<file path="src/rtl/ex_muldiv_unit.sv">
// ============================================================================
// Module  : ex_muldiv_unit
// Brief   : Iterative RV32M multiply/divide unit for the EX stage. One
//           shift-add or restoring-divide step per cycle with fixed latency.
//           The unit holds busy while working and returns a registered result
//           with a one-cycle done pulse.
// Rev     : 1.0  initial release
// ============================================================================
`default_nettype none

module ex_muldiv_unit #(
    parameter int XLEN = 32
) (
    input  logic            clk,
    input  logic            rst_n,
    input  logic            start,
    input  logic [2:0]      funct3,
    input  logic [XLEN-1:0] op_a,
    input  logic [XLEN-1:0] op_b,
    input  logic            flush,
    output logic            busy,
    output logic            done,
    output logic [XLEN-1:0] result
);

    localparam int CW = $clog2(XLEN);

    typedef enum logic [1:0] {
        S_IDLE = 2'd0,
        S_CALC = 2'd1,
        S_FIX  = 2'd2,
        S_DONE = 2'd3
    } state_t;

    state_t            state_q;
    logic [CW-1:0]     cnt_q;
    logic [2:0]        f3_q;
    logic [XLEN-1:0]   a_raw_q;
    logic [XLEN-1:0]   a_mag_q;
    logic [XLEN-1:0]   b_mag_q;
    logic              neg_q;
    logic              sa_q;
    logic              bzero_q;
    // mul: {partial product high, multiplier shifting out}; div: {remainder, dividend/quotient}
    logic [2*XLEN-1:0] acc_q;
    logic              busy_q;
    logic              done_q;
    logic [XLEN-1:0]   result_q;

    logic              a_signed, b_signed, sa, sb;
    logic [XLEN-1:0]   a_mag, b_mag;
    logic [XLEN:0]     mul_sum;
    logic [XLEN:0]     div_shift;
    logic              div_ge;
    logic [XLEN:0]     div_rem;
    logic [2*XLEN-1:0] acc_d;
    logic [2*XLEN-1:0] prod_fix;
    logic [XLEN-1:0]   quo_fix;
    logic [XLEN-1:0]   rem_fix;
    logic [XLEN-1:0]   result_d;

    // Operand signedness and magnitudes for the op being presented
    always_comb begin
        a_signed = funct3[2] ? ~funct3[0] : (funct3[1:0] != 2'b11);
        b_signed = funct3[2] ? ~funct3[0] : ~funct3[1];
        sa       = a_signed & op_a[XLEN-1];
        sb       = b_signed & op_b[XLEN-1];
        a_mag    = sa ? -op_a : op_a;
        b_mag    = sb ? -op_b : op_b;
    end

    // One iteration step: shift-add for multiply, restoring subtract for divide
    always_comb begin
        mul_sum   = {1'b0, acc_q[2*XLEN-1:XLEN]} + (acc_q[0] ? {1'b0, a_mag_q} : '0);
        div_shift = {acc_q[2*XLEN-1:XLEN], acc_q[XLEN-1]};
        div_ge    = (div_shift >= {1'b0, b_mag_q});
        div_rem   = div_ge ? (div_shift - {1'b0, b_mag_q}) : div_shift;
        if (f3_q[2]) begin
            acc_d = {div_rem[XLEN-1:0], acc_q[XLEN-2:0], div_ge};
        end else begin
            acc_d = {mul_sum, acc_q[XLEN-1:1]};
        end
    end

    // Sign fix-up and result selection; divide overflow falls out of the
    // magnitude path naturally (|q| = 2^(XLEN-1) negates to itself, rem = 0)
    always_comb begin
        prod_fix = neg_q ? -acc_q : acc_q;
        quo_fix  = neg_q ? -acc_q[XLEN-1:0] : acc_q[XLEN-1:0];
        rem_fix  = sa_q ? -acc_q[2*XLEN-1:XLEN] : acc_q[2*XLEN-1:XLEN];
        case (f3_q)
            3'b000:         result_d = prod_fix[XLEN-1:0];
            3'b100, 3'b101: result_d = bzero_q ? '1 : quo_fix;
            3'b110, 3'b111: result_d = bzero_q ? a_raw_q : rem_fix;
            default:        result_d = prod_fix[2*XLEN-1:XLEN];
        endcase
    end

    // Control FSM with registered busy/done/result and operand capture
    always_ff @(posedge clk or negedge rst_n) begin
        if (!rst_n) begin
            state_q  <= S_IDLE;
            cnt_q    <= '0;
            f3_q     <= '0;
            a_raw_q  <= '0;
            a_mag_q  <= '0;
            b_mag_q  <= '0;
            neg_q    <= 1'b0;
            sa_q     <= 1'b0;
            bzero_q  <= 1'b0;
            acc_q    <= '0;
            busy_q   <= 1'b0;
            done_q   <= 1'b0;
            result_q <= '0;
        end else begin
            done_q <= 1'b0;
            case (state_q)
                S_CALC: begin
                    if (flush) begin
                        state_q <= S_IDLE;
                        busy_q  <= 1'b0;
                    end else begin
                        acc_q <= acc_d;
                        cnt_q <= cnt_q + 1'b1;
                        if (cnt_q == CW'(XLEN-1)) begin
                            state_q <= S_FIX;
                        end
                    end
                end
                S_FIX: begin
                    busy_q <= 1'b0;
                    if (flush) begin
                        state_q <= S_IDLE;
                    end else begin
                        state_q  <= S_DONE;
                        result_q <= result_d;
                        done_q   <= 1'b1;
                    end
                end
                default: begin
                    // IDLE and DONE both accept a new request
                    if (!flush && start) begin
                        state_q <= S_CALC;
                        busy_q  <= 1'b1;
                        cnt_q   <= '0;
                        f3_q    <= funct3;
                        a_raw_q <= op_a;
                        a_mag_q <= a_mag;
                        b_mag_q <= b_mag;
                        neg_q   <= sa ^ sb;
                        sa_q    <= sa;
                        bzero_q <= (op_b == '0);
                        acc_q   <= funct3[2] ? {{XLEN{1'b0}}, a_mag} : {{XLEN{1'b0}}, b_mag};
                    end else begin
                        state_q <= S_IDLE;
                        busy_q  <= 1'b0;
                    end
                end
            endcase
        end
    end

    assign busy   = busy_q;
    assign done   = done_q;
    assign result = result_q;

endmodule

`default_nettype wire
</file>
<file path="config.mk">
export PLATFORM = sky130hd
export DESIGN_NAME = ex_muldiv_unit
export DESIGN_NICKNAME = d
export VERILOG_FILES = /design/src/rtl/ex_muldiv_unit.sv
export SDC_FILE = /design/constraint.sdc
export NUM_CORES = 1
export LEC_CHECK = 0
export BUFFER_PORTS_ARGS = -buffer_cell sky130_fd_sc_hd__buf_2
export CAP_MARGIN = 30
export CORE_UTILIZATION = 30
export CTS_BUF_LIST = sky130_fd_sc_hd__clkbuf_4 sky130_fd_sc_hd__clkbuf_8
export DETAILED_ROUTE_END_ITERATION = 8
export GPL_ROUTABILITY_DRIVEN = 0
export PLACE_DENSITY_LB_ADDON = 0.2
export SETUP_SLACK_MARGIN = 0.05
export SLEW_MARGIN = 5
export SYNTH_ARGS = -nofsm -noshare
export SYNTH_HDL_FRONTEND = slang
export SYNTH_SLANG_ARGS = --single-unit
</file>
<file path="constraint.sdc">
create_clock -name clk -period 3.17 [get_ports clk]
set_input_delay 0.317 -clock clk [delete_from_list [all_inputs] [get_ports clk]]
set_output_delay 0.317 -clock clk [all_outputs]
set_load 0.005 [all_outputs]
</file>
==> results.sh <==
export IMPL_setup_violations=0
export IMPL_dp_hpwl_mm=52.6
export IMPL_cp_common_cell="a21oi_1"
export IMPL_p_total_mw=18.4
export IMPL_syn_area_um2=17000
export IMPL_worstSetupStartpointType="primary input"
export IMPL_rrSetupSlack_ns=0.14
export IMPL_cts_tree="yes"
export IMPL_ir_drop_uv=380
export IMPL_synth_area_leaders="dfrtp_1 30%, o21ai_0 7.3%, nand2_1 5.9%"
export IMPL_synthMostInstantiatedCell="nand2_1"
export IMPL_critPathSlowestCell="or4_1"
export IMPL_critPathCaptureType="flip-flop"
export IMPL_grt_pass1_vias=16400
export IMPL_dp_cells=3024
export IMPL_critical_path_max_stage_delay_ns=0.75
export IMPL_utilization_pct=38.6
export IMPL_grt_max_degree=104
export IMPL_synth_cells=2119
export IMPL_core_um2=55500
export IMPL_synth_seq_area_share_pct=30.3
export IMPL_io_buffers=104
export IMPL_ff_latch_area_um2=5160
export IMPL_pin_count=105
export IMPL_crit_path_start="op_a[10]"
export IMPL_rsz0062_at_grt="true"
export IMPL_vias=17000
export IMPL_multi_input_area_um2=11500
export IMPL_hold_violations=0
export IMPL_ys_types=81
export IMPL_max_clock_path_buffers=3
export IMPL_worstHoldStart="op_a[3]"
export IMPL_max_cap_viol_count=0
export IMPL_fin_area_um2=21400
export IMPL_fin_crit_sh_pct=96.7
export IMPL_clk_pin_slew_ns=0.07
export IMPL_overflow=0
export IMPL_slew_violations=0
export IMPL_worstPathMaxFanout=8
export IMPL_p_per_area_nw_per_um2=856
export IMPL_n_fill_cell=5838
export IMPL_instances_no_fill=3144
export IMPL_track_usage_pct=23.4
export IMPL_h_tree_depth=2
export IMPL_postRouteAntennaNets=0
export IMPL_synthesis_nets=2264
export IMPL_antenna_found_initial=1
export IMPL_cts_root_buf="clkbuf_8"
export IMPL_critical_path_depth=10
export IMPL_drt_iter0_markers=1455
export IMPL_yosysWarnings=0
export IMPL_worst_slew_pin_slew_ns=0.751
export IMPL_synth_edff_count=0
export IMPL_setup_ws_ns=0.104
export IMPL_fmax_mhz=326
export IMPL_fin_setup_tns_ns=0
export IMPL_timing_hold_ws_ns=0.0334
export IMPL_reg2reg_to="result[19]"
export IMPL_min_path_type="primary input to flip-flop"
export IMPL_diodes=0
export IMPL_drc_errors=0
export IMPL_wl_per_cell_um=21.7
export IMPL_reg2reg_depth=10
export IMPL_num_rows=86
export IMPL_async_reset_ff_share_pct=100
export IMPL_cts_sinks=206
export IMPL_cts_made_buffers=42
export IMPL_yosysTopAreaCellShare_pct=30.3
export IMPL_dieArea_um2=57600
export IMPL_routed_wl_mm=68.2
export IMPL_drive_gt1_share_pct=23.1
export IMPL_synth_seq_cells=206
export IMPL_vias_per_cell=5.42
export IMPL_cp_buffers_inverters=2
export IMPL_yosys_top_cells_count="267 x nand2_1, 247 x o21ai_0, 206 x dfrtp_1, 144 x a21oi_1, 141 x clkbuf_1"
export IMPL_synth_top_area_cell="dfrtp_1"
export IMPL_clock_insertion_delay_worst_skew_ns=0.63
export IMPL_place_ws_ns=-0.380
export IMPL_area_delta_synth_final_pct=26.1
export IMPL_worstSetupPathType="primary input to flip-flop"
export IMPL_cp_cell_sequence="dlygate4sd3_1, buf_2, or3_1, or4_1, nor2_1, a21oi_1, xnor2_1, mux2i_1, a21oi_1, o21ai_0"
export IMPL_crit_path_end="acc_q[21]"
export IMPL_final_nets=2510
export IMPL_drtPass1Iterations=6
export IMPL_avgSynthCellArea_um2=8.03
export IMPL_cp_top_family="simple AND/OR/NAND/NOR gates"
export IMPL_ys_flop_type="dfrtp_1"
export IMPL_arrival_ns=3.54
export IMPL_status="completed"
export IMPL_die_h_um=240
export IMPL_rr_startpoint="acc_q[38]"
export IMPL_finClkSkew_ns=0.0215
export IMPL_relSlewSlack_pct=49.8
export IMPL_placed_cell_area_um2=19500
export IMPL_critPathRequiredTime_ns=3.65
export IMPL_die_w_um=240
export IMPL_start_util_pct=30.6
export IMPL_leakage_nw=9.59
export IMPL_grt_pass1_wl_mm=101
export IMPL_finalCriticalPeriod_ns=3.07
## metal layers
metal	GRT usage, %	wire length [um]	part of all wire [%]	vias to the layer above
li1	-	-	-	8085
met1	31.9	30900	45	8249
met2	35.1	29500	43	593
met3	6.41	5410	7.9	107
met4	8.18	2430	3.6	0
met5	0	0	0	-
## state kept, by name, summed over array words and instances, names as in the netlist, 2 cells and up
signal   count
state_q      2
f3_q         3
result      32
cnt_q        5
a_raw_q     32
a_mag_q     31
b_mag_q     32
acc_q       64
## how the worst min path moves through the flow
stage / end / slack, ns / cells past startpoint
final: a_raw_q[3] / 0.03 / 2
after CTS: a_raw_q[27] / 0.0004 / 2
after detailed placement: result[24] / 0.34 / 1
after global routing: a_raw_q[27] / 0.02 / 2
after floorplan: a_mag_q[10] / 0.02 / 0
after global placement: result[24] / 0.34 / 1
## power by group
group	leakage, nW	internal [mW]	switching [mW]	total, mW
combinational	6.47	4.94	6.35	11.3
sequential	2.62	3.19	0.661	3.86
clock	0.498	1.86	1.36	3.22
total	9.59	9.99	8.37	18.4
## logic make-up after synthesis
logic type / share of synthesized area (%)
AO/OA/AOI/OAI: 24.6
AND/OR/NAND/NOR: 17.7
buffers and inverters: 5.11
flip-flops: 30.3
XOR/XNOR: 10.4
multiplexers: 6.32
adder cells (fa/ha/maj): 5.53
## cells in the final DEF (no fill, tap or decap), types with 13 or more instances in the layout
cell type      synthesis  final
nand2b_1              27     25
clkbuf_8               0     54
a21o_1                37     37
nor3_1                30     29
nor2_1               120    119
nand4_1               16     16
a22oi_1               19     19
o221ai_1              14     13
nand3_1               24     23
a21oi_1              144    136
nor2b_1               15     14
inv_1                 74     71
xor2_1                93     93
nand2_1              267    264
a31oi_1               35     31
and2_1                38     38
dlygate4sd3_1          0     22
o211ai_1              14     14
buf_4                  1    212
or3_1                 29     22
mux2_2                43     42
mux2i_1               59     58
o21ai_1                5     19
buf_2                  5    104
xnor2_1              109    108
dfrtp_1              206    201
o31ai_1               43     41
a211oi_1              21     19
ha_1                  72     65
o21ai_0              247    232
## repair_timing
action	in CTS	in global routing
pin swaps	2	41
hold buffers	22	0
endpoints found under the setup margin	36	60
hold endpoints to repair	87	0
gates cloned	0	4
buffers inserted	0	19
resized for setup	7	103
## layout make-up
| type | count | share of cell area, % |
|---|---|---|
| Multi-Input combinational cell | 1684 | 53.5 |
| Sequential cell | 206 | 24.1 |
| Timing Repair Buffer | 356 | 12.3 |
| Inverter | 75 | 1.31 |
| Clock inverter | 14 | 0.700 |
| Tap cell | 748 | 4.36 |
| Clock buffer | 61 | 3.71 |
Note: power is estimated with default switching activity, not from simulation.
